===== config.mk =====
export PLATFORM = sky130hd
export DESIGN_NAME = paced_source_flat
export DESIGN_NICKNAME = d
export VERILOG_FILES = /design/src/rtl/paced_source_if.sv /design/src/rtl/paced_source.sv /design/src/flat_wrapper.sv
export SDC_FILE = /design/constraint.sdc
export NUM_CORES = 1
export LEC_CHECK = 0
export CELL_PAD_IN_SITES_DETAIL_PLACEMENT = 1
export CELL_PAD_IN_SITES_GLOBAL_PLACEMENT = 2
export CORE_MARGIN = 1
export CORE_UTILIZATION = 22
export CTS_BUF_LIST = sky130_fd_sc_hd__clkbuf_8
export DETAILED_ROUTE_END_ITERATION = 12
export PLACE_DENSITY = 0.84
export SLEW_MARGIN = 20
export SYNTH_ARGS = -nofsm -noshare
export SYNTH_HDL_FRONTEND = slang
export SYNTH_SLANG_ARGS = --single-unit

===== constraint.sdc =====
create_clock -name clk -period 1.13 [get_ports clk]
set_input_delay 0.339 -clock clk [delete_from_list [all_inputs] [get_ports clk]]
set_output_delay 0.339 -clock clk [all_outputs]
set_load 0.005 [all_outputs]

===== src/rtl/paced_source_if.sv =====
// rtl/paced_source_if.sv - dti valid/ready stream interface used by paced_source
interface dti #(
  parameter int W = 8
);
  logic [W-1:0] data;
  logic         valid;
  logic         ready;

  modport producer (output data, output valid, input ready);
  modport consumer (input data, input valid, output ready);
endinterface


===== src/rtl/paced_source.sv =====
// rtl/paced_source.sv - rate-regulated dti transmitter emitting one token per PERIOD cycles
module paced_source #(
  parameter int          PERIOD     = 4,
  parameter bit          REPEAT     = 1'b1,
  parameter logic [63:0] INIT       = 64'd0,
  parameter bit          INIT_VALID = 1'b0
) (
  input  logic clk,
  input  logic rst,
  dti.consumer din,
  dti.producer dout,
  output logic overrun
);

  localparam int            W    = $bits(din.data);
  localparam int            CW   = (PERIOD > 1) ? $clog2(PERIOD) : 1;
  localparam logic [CW-1:0] LAST = CW'(PERIOD - 1);

  logic [CW-1:0] r_cnt;
  logic [W-1:0]  r_data;
  logic          r_have;
  logic          r_fresh;
  logic          r_pending;

  logic w_tick;
  logic w_accept;
  logic w_eligible;
  logic w_load;
  logic w_handshake;

  // The register can only take new data while no token is waiting, which also
  // keeps dout.data stable for the whole life of a token.
  assign din.ready   = !r_pending;
  assign w_accept    = din.valid && !r_pending;
  assign w_tick      = (r_cnt == LAST);
  // Data arriving in the tick cycle itself joins that tick's token.
  assign w_eligible  = r_fresh || w_accept || (REPEAT && r_have);
  assign w_load      = w_tick && w_eligible && !r_pending;
  assign w_handshake = r_pending && dout.ready;

  assign dout.valid  = r_pending;
  assign dout.data   = r_data;

  // A tick that finds a token still outstanding is dropped, flagged only if it
  // had something to send.
  assign overrun     = w_tick && r_pending && w_eligible;

  // Free-running tick counter; never stalled by backpressure, so no phase slip.
  always_ff @(posedge clk) begin
    if (rst || w_tick) begin
      r_cnt <= '0;
    end else begin
      r_cnt <= r_cnt + 1'b1;
    end
  end

  // Data register and held/fresh flags; a load consumes fresh data, including
  // data accepted in the same cycle.
  always_ff @(posedge clk) begin
    if (rst) begin
      r_data  <= INIT[W-1:0];
      r_have  <= INIT_VALID;
      r_fresh <= 1'b0;
    end else begin
      if (w_accept) begin
        r_data  <= din.data;
        r_have  <= 1'b1;
        r_fresh <= 1'b1;
      end
      if (w_load) begin
        r_fresh <= 1'b0;
      end
    end
  end

  // Outstanding-token flag: set by a load, cleared only by a handshake.
  always_ff @(posedge clk) begin
    if (rst) begin
      r_pending <= 1'b0;
    end else if (w_load) begin
      r_pending <= 1'b1;
    end else if (w_handshake) begin
      r_pending <= 1'b0;
    end
  end

endmodule


===== src/flat_wrapper.sv =====
// flat-port wrapper written by rule: the top's interface ports become plain ports
module paced_source_flat 
#(
  parameter int          PERIOD     = 4,
  parameter bit          REPEAT     = 1'b1,
  parameter logic [63:0] INIT       = 64'd0,
  parameter bit          INIT_VALID = 1'b0
)
  (clk, rst, overrun, din_data, din_valid, din_ready, dout_data, dout_valid, dout_ready);
  dti #(.W(8)) din_i ();
  dti #(.W(8)) dout_i ();
  input  logic clk;
  input  logic rst;
  output logic overrun;
  input wire logic [$bits(din_i.data)-1:0] din_data;
  input wire logic [$bits(din_i.valid)-1:0] din_valid;
  output wire logic [$bits(din_i.ready)-1:0] din_ready;
  output wire logic [$bits(dout_i.data)-1:0] dout_data;
  output wire logic [$bits(dout_i.valid)-1:0] dout_valid;
  input wire logic [$bits(dout_i.ready)-1:0] dout_ready;
  assign din_i.data = din_data;
  assign din_i.valid = din_valid;
  assign din_ready = din_i.ready;
  assign dout_data = dout_i.data;
  assign dout_valid = dout_i.valid;
  assign dout_i.ready = dout_ready;
  paced_source #(.PERIOD(PERIOD), .REPEAT(REPEAT), .INIT(INIT), .INIT_VALID(INIT_VALID)) u_core (.clk(clk), .rst(rst), .din(din_i), .dout(dout_i), .overrun(overrun));
endmodule

# After elaboration in Yosys (flattened, before gate mapping)
# Index checks and enable logic that the tools add are counted.
# classes
n_eq_ne	1
n_mux	2
addsub	1
n_reduce_logical	12
# op_table
op	n
1-bit logical AND	6
1-bit logical OR	3
2-bit by 1-bit adder with 2-bit output, second input constant	1
2-bit == test, second input constant	1
1-bit two-way mux	2
2-bit nonzero test	1
2-bit OR reduction	1
1-bit zero test	1
# totals
output_inout_bits	11
elab_cells	21
register_bits	13
in_bits	12

# Logic depth before layout (Yosys ltp)
# Gate-level depths: netlist of the first run.
# depth
ltp_word	7
depth_mapped	4
ltp_nobuf	3

# Worst setup path after synthesis of the first run
# OpenSTA, ideal clock, no wires.
# synth_timing
kind	register to output
startpoint	register u_core.r_cnt[0]
endpoint	output overrun
t_arrival_ns	0.686
stages_incl_launch_ff	3
t_required_ns	0.791
slack_ns	0.105
n_path_buf	0
path_cell_list	dfxtp_1 > ha_1 > o211a_1
# synth_between
elab_chain_cells	3
# synth_rtl
item	line	rtl
from (decl)	paced_source.sv:19	logic [CW-1:0] r_cnt;
from (signal assigned)	paced_source.sv:53	r_cnt <= r_cnt + 1'b1;
2-bit == test	paced_source.sv:35	assign w_tick = (r_cnt == LAST);
1-bit logical AND (2 in a row)	paced_source.sv:46	assign overrun = w_tick && r_pending && w_eligible;
to (decl)	flat_wrapper.sv:14	output logic overrun;
# Every way passes these cells.

# Worst setup path in the final report of the first run
# Same ends and word-level chain as after synthesis.

==> results of run 1 <==
[metrics by stage]
stage                     cells  setup slack (ns)  utilization, %  TNS [ns]
after floorplan              54             0.105               -         0
final                       116            -0.145            43.0    -0.170
after global placement      109            -0.328            39.0     -3.91
after detailed placement    109            -0.356            39.0     -4.22
after CTS                   116            -0.159            43.9    -0.196
after global routing        116            -0.194            43.0    -0.286
[worst max-delay path: stages, from the launching register on]
cell and delay, ns:
dfxtp_2 0.33, ha_4 0.15, o211a_1 0.10, buf_2 0.12
[path summary, 6_finish.rpt]
kind,startpoint,slack [ns],endpoint
max,u_core.r_cnt[0],-0.15,overrun
min,u_core.r_cnt[0],0.43,u_core.r_cnt[0]
max reg2reg,u_core.dout.valid,0.03,u_core.r_fresh
min reg2reg,u_core.r_cnt[0],0.43,u_core.r_cnt[0]
[flip-flops by register name, indices dropped and copies added, names as in the netlist]
| register | count |
|---|---|
| u_core.dout.data | 8 |
| u_core.r_fresh | 1 |
| u_core.r_have | 1 |
| u_core.r_cnt | 2 |
| u_core.dout.valid | 1 |
[kinds of logic after synthesis]
kind of cell,count (synthesis),share of synthesized area (%)
AND/OR/NAND/NOR,25,22.7
buffers and inverters,4,4.80
AO/OA/AOI/OAI,11,14.4
flip-flops,13,55.5
adder cells (fa/ha/maj),1,2.67
[cells in the final DEF (no fill, tap or decap)]
master and n:
nand2b_4 1, a21oi_1 7, nor2b_4 1, nor3b_1 1, ha_4 1, a2111oi_1 1, dlygate4sd2_1 1, o211a_1 1
buf_6 5, a211oi_1 1, nor2_1 4, dfxtp_2 8, clkbuf_8 3, buf_2 3, nor3_1 1, clkdlybuf4s50_1 10
dfxtp_1 5, nor4_2 1, inv_1 1, a21oi_2 1, nand2_1 16, clkbuf_2 7, buf_4 8, inv_2 1
[routing by layer]
layer / up-vias / routed length (µm)
met5: - / 0
met4: 0 / 31
met3: 5 / 80
met2: 18 / 651
met1: 221 / 514
li1: 248 / -
[power by group through the flow]
| stage | Combinational [mW] | Sequential, mW | Clock (mW) |
|---|---|---|---|
| final | 0.201 | 0.520 | 0.402 |
| after global routing | 0.230 | 0.524 | 0.438 |
| after CTS | 0.204 | 0.520 | 0.421 |
| after detailed placement | 0.192 | 0.521 | 0 |
| after global placement | 0.186 | 0.521 | 0 |
| after floorplan | 0.0657 | 0.523 | 0 |
[timing repair]
item / CTS / global route
cloned: 0 / 0
setup buffers: 3 / 0
endpoints found under the setup margin: 20 / 21
resized for setup: 45 / 15
pin swaps: 2 / 1
[layout make-up]
type	instances	area, µm²
Tap cell	27	33.8
Sequential cell	13	270
Fill cell	237	1130
Clock buffer	3	41.3
Multi-Input combinational cell	37	224
Timing Repair Buffer	34	275
Inverter	1	3.75
Clock inverter	1	3.75
==> impl_metrics.csv, run 1 <==
group,metric,value,unit
outcome,status,"complete, but fails checks",
outcome,failed_checks,"setup timing",
run,drv_cap,0,
clock_network,h-tree-depth,1,
placed_design,place.detailed.hpwl,915,µm
die,ios,23,
clock_network,cts_buffer_depth,2,
synthesis,synthCells,54,
min_path,hp-class,"flip-flop to flip-flop",
clock_network,clock_sinks,13,
placed_design,place_congestion,0.675,
sta,period_share,113,%
die,rows,16,
synthesis,synth.net_count,67,
die,die_width,48.2,µm
critical_path,cp-end-kind,"output pin",
synthesis,yosysMostFrequentCell,"nand2_1",
detailed_routing,via_per_inst,4.24,
pwr,p_seq_share,46.3,%
placed_design,dpl-instance-area,772,µm²
pwr,combPwrFrac,17.9,%
global_route,use_met1,13.8,%
layout,final_cell_area,852,µm²
synthesis,synth_area_leaders,"dfxtp_1 55%, nand2_1 13%, a21oi_1 8.5%",
pwr,powerDensity,1320,nW/µm²
synthesis,syn_area,469,µm²
min_path,holdPathStages,1,
synthesis,synth_edf_count,0,
critical_path,start_kind,"flip-flop",
synthesis,async_flop_share,0,%
global_route,top_usage_layer,"met2",
sta,rsz0062_at_grt,"yes",
sta,worst_pin_slew,0.284,ns
synthesis,syn_area_per_cell,8.69,µm²
die,fp.dieH,48.2,µm
detailed_routing,drtIter0Drc,4,
global_route,antenna_found_initial,0,
pwr,switching_power,0.261,mW
sta,finalSetupViolCount,2,
global_route,grt_max_degree,13,
clock_network,numCtsBuffers,3,
critical_path,arrival,0.94,ns
synthesis,ys_seq_area_share,55.5,%
sta,final_max_slew_viol_count,0,
layout,drive_gt1_share,44.9,%
pwr,ir_drop,0.000690,V
pwr,clkPwrFrac,35.8,%
pwr,power,1.12,mW
synthesis,synthTopCellsByCount,"16 x nand2_1, 13 x dfxtp_1, 8 x a21oi_1",
detailed_routing,wirelength,1280,µm
die,start_util,23.7,%
synthesis,yosys.area.top_type,"dfxtp_1",
critical_path,cp_data_required_time,0.79,ns
placed_design,numPortBuffers,22,
layout,n_antenna_cell,0,
clock_network,clk_latency,0.24,ns
detailed_routing,antenna_left,0,
synthesis,ys_types,16,
clock_network,clk_pin_slew,0.06,ns
sta,slew_headroom,81.0,%
detailed_routing,drt-pass1-iter-count,2,
pwr,switching_share,23.3,%
sta,skew,0.00338,ns
global_route,grt_pass1_vias,478,
layout,nets,103,
clock_network,ctsHoldBuffers,0,
pwr,p_int,0.861,mW
synthesis,ys_warn_count,0,
synthesis,synth-main-ff-cell,"dfxtp_1",
sta,fmax,784,MHz
detailed_routing,wire_per_inst,11.0,µm
pwr,p_leak,0.382,nW
die,coreArea,1980,µm²
critical_path,path_max_fanout,2,
clock_network,cts_tree,"done",
die,die_area,2320,µm²
clock_network,cts_root_buffer,"clkbuf_8",
layout,area_delta_synth_final,81.6,%
global_route,grt.met2_usage,22.9,%
critical_path,crit_type,"flip-flop to output pin",
detailed_routing,num_vias,492,
global_route,grt_util_met3,6.30,%
global_route,grtUsageTotal,13.7,%
synthesis,ys_ff_latch,13,
detailed_routing,drc,0,
sta,worst_hold_slack,0.431,ns
global_route,overflow,0,
synthesis,synth.top_cell.area_share,55.5,%
global_route,grt_pass1_wl,2040,µm
sta,layout_setup_ws,-0.145,ns
sta,hold_viol,0,
critical_path,worstRegToRegCells,6,
sta,period_needed,1.28,ns
(Power assumes the default switching activity.)
==> run 2: changes to the inputs <==
--- a/config.mk
+++ b/config.mk
@@ -12,6 +12,7 @@
 export CTS_BUF_LIST = sky130_fd_sc_hd__clkbuf_8
 export DETAILED_ROUTE_END_ITERATION = 12
 export PLACE_DENSITY = 0.84
+export SKIP_CTS_REPAIR_TIMING = 1
 export SLEW_MARGIN = 20
 export SYNTH_ARGS = -nofsm -noshare
 export SYNTH_HDL_FRONTEND = slang
==> run 2 against run 1 <==
The run still ends with setup timing left. Setup slack got worse by 0.025 ns. Critical path type unchanged. Cell count is 1.7% lower. Hold slack better by 0.0090 ns. Register-to-register slack better by 0.09 ns. First-iteration DRC count down 50%. Critical path depth unchanged. Clock power about the same. Via count fell by 3.3%. Sequential share of layout area decreased by 1.5 points.
==> impl_metrics.csv, run 2 (same netlist as run 1, synthesis figures left out) <==
group,metric,value,unit
outcome,status,"complete, but fails checks",
outcome,failed_checks,"setup timing",
global_route,overflow,0,
min_path,hold_start,"u_core.r_cnt[0]",
layout,nets,101,
clock_network,clk_pin_slew,0.06,ns
placed_design,place_congestion,0.675,
placed_design,place.detailed.hpwl,915,µm
layout,drive_gt1_share,26.4,%
detailed_routing,wirelength,1220,µm
sta,slew_headroom,81.0,%
min_path,holdPathStages,1,
sta,worst_pin_slew,0.284,ns
critical_path,arrival,0.96,ns
global_route,antenna_found_initial,0,
layout,mostFrequentLayoutCells,"16 x nand2_1, 11 x dfxtp_1, 10 x clkdlybuf4s50_1",
detailed_routing,antenna_left,0,
critical_path,r2r-start,"u_core.dout.valid",
sta,rsz0062_at_grt,"yes",
die,die_width,48.2,µm
critical_path,crit_type,"flip-flop to output pin",
global_route,grtUsageTotal,13.0,%
run,drv_cap,0,
global_route,grt_max_degree,13,
sta,skew,0.00456,ns
critical_path,worstRegToRegCells,4,
sta,final_max_slew_viol_count,0,
sta,fmax,769,MHz
detailed_routing,via_per_inst,4.18,
critical_path,reg2reg_to,"u_core.dout.data[4]",
sta,hold_viol,0,
placed_design,numPortBuffers,22,
sta,worst_hold_slack,0.440,ns
sta,finalSetupViolCount,2,
die,start_util,23.7,%
layout,fillers,234,
clock_network,cts_buffer_depth,2,
pwr,ir_drop,0.000683,V
clock_network,h-tree-depth,1,
layout,largest_reg_flops,8,
critical_path,cp-end-kind,"output pin",
sta,period_share,115,%
critical_path,cp_data_required_time,0.79,ns
min_path,hp-class,"flip-flop to flip-flop",
clock_network,clk_latency,0.24,ns
layout,final_cell_area,871,µm²
detailed_routing,num_vias,476,
sta,layout_setup_ws,-0.171,ns
detailed_routing,drtIter0Drc,2,
global_route,grt_pass1_wl,1940,µm
layout,final_common_cell,"nand2_1",
critical_path,path_max_fanout,2,
layout,area_delta_synth_final,85.6,%
die,fp.dieH,48.2,µm
clock_network,numCtsBuffers,3,
die,ios,23,
pwr,p_leak,0.490,nW
layout,n_antenna_cell,0,
clock_network,cts_tree,"done",
critical_path,r2r_slack,0.12,ns
placed_design,dpl-instance-area,772,µm²
die,coreArea,1980,µm²
clock_network,clock_sinks,13,
die,rows,16,
detailed_routing,drc,0,
min_path,min_to,"u_core.r_cnt[0]",
detailed_routing,wire_per_inst,10.7,µm
die,die_area,2320,µm²
pwr,powerDensity,1280,nW/µm²
critical_path,start_kind,"flip-flop",
global_route,grt_pass1_vias,465,
detailed_routing,drt-pass1-iter-count,2,
sta,period_needed,1.30,ns
clock_network,cts_root_buffer,"clkbuf_8",
-- run 2: changes by cell type in the layout (fill, tap and decap cells not counted), sizes merged --
cell          change
clkbuf            -5
dlygate4sd2       -1
buf               -5
dlymetal6s2s      +9
-- run 2: area by class of cell --
cell class                 count  area [µm²]  share of cell area (%)
multi-input combinational     37         213                    24.4
sequential                    13         263                    30.2
tap                           27        33.8                    3.88
inverter                       1        3.75                   0.431
clock inverter                 1        3.75                   0.431
timing repair buffer          32         313                    35.9
clock buffer                   3        41.3                    4.74
-- run 2: worst max-delay path, cell delays in order (launching register included) --
cell and delay, ns:
dfxtp_2 0.35, ha_4 0.13, o211a_1 0.14, clkbuf_2 0.10
-- run 2: power by group --
part	internal [mW]	leakage (nW)	total, mW	switching (mW)
Clock	0.239	0.0269	0.402	0.162
Combinational	0.122	0.355	0.194	0.0722
Sequential	0.496	0.108	0.516	0.0208
Total	0.857	0.490	1.11	0.255
-- run 2: metal layers --
metal	up-vias	global-route usage, %	part of all wire (%)
met2	17	21.9	49
met5	-	0	0
li1	244	-	-
met4	0	8.33	1.5
met1	213	12.6	44
met3	2	6.30	6.1
-- run 2: worst max path at each step --
stage                    start  slack, ns  cells past startpoint        endpoint
2_1_floorplan  u_core.r_cnt[0]       0.10                      2         overrun
3_3_place_gp         din_valid      -0.33                      5  u_core.r_fresh
3_5_place_dp         din_valid      -0.36                      5  u_core.r_fresh
4_1_cts        u_core.r_cnt[0]      -0.61                      3         overrun
5_1_grt        u_core.r_cnt[0]      -0.21                      3         overrun
6_report       u_core.r_cnt[0]      -0.17                      3         overrun
-- run 2: metrics by stage --
step / util (%) / setup WS [ns] / power [mW] / std cells / setup TNS (ns)
after global routing: 43.9 / -0.214 / 1.18 / 114 / -0.308
final: 43.9 / -0.171 / 1.11 / 114 / -0.208
after CTS: 41.2 / -0.607 / 1.13 / 113 / -4.19
after detailed placement: 39.0 / -0.356 / 0.713 / 109 / -4.22
after floorplan: - / 0.105 / 0.589 / 54 / 0
after global placement: 39.0 / -0.328 / 0.707 / 109 / -3.91
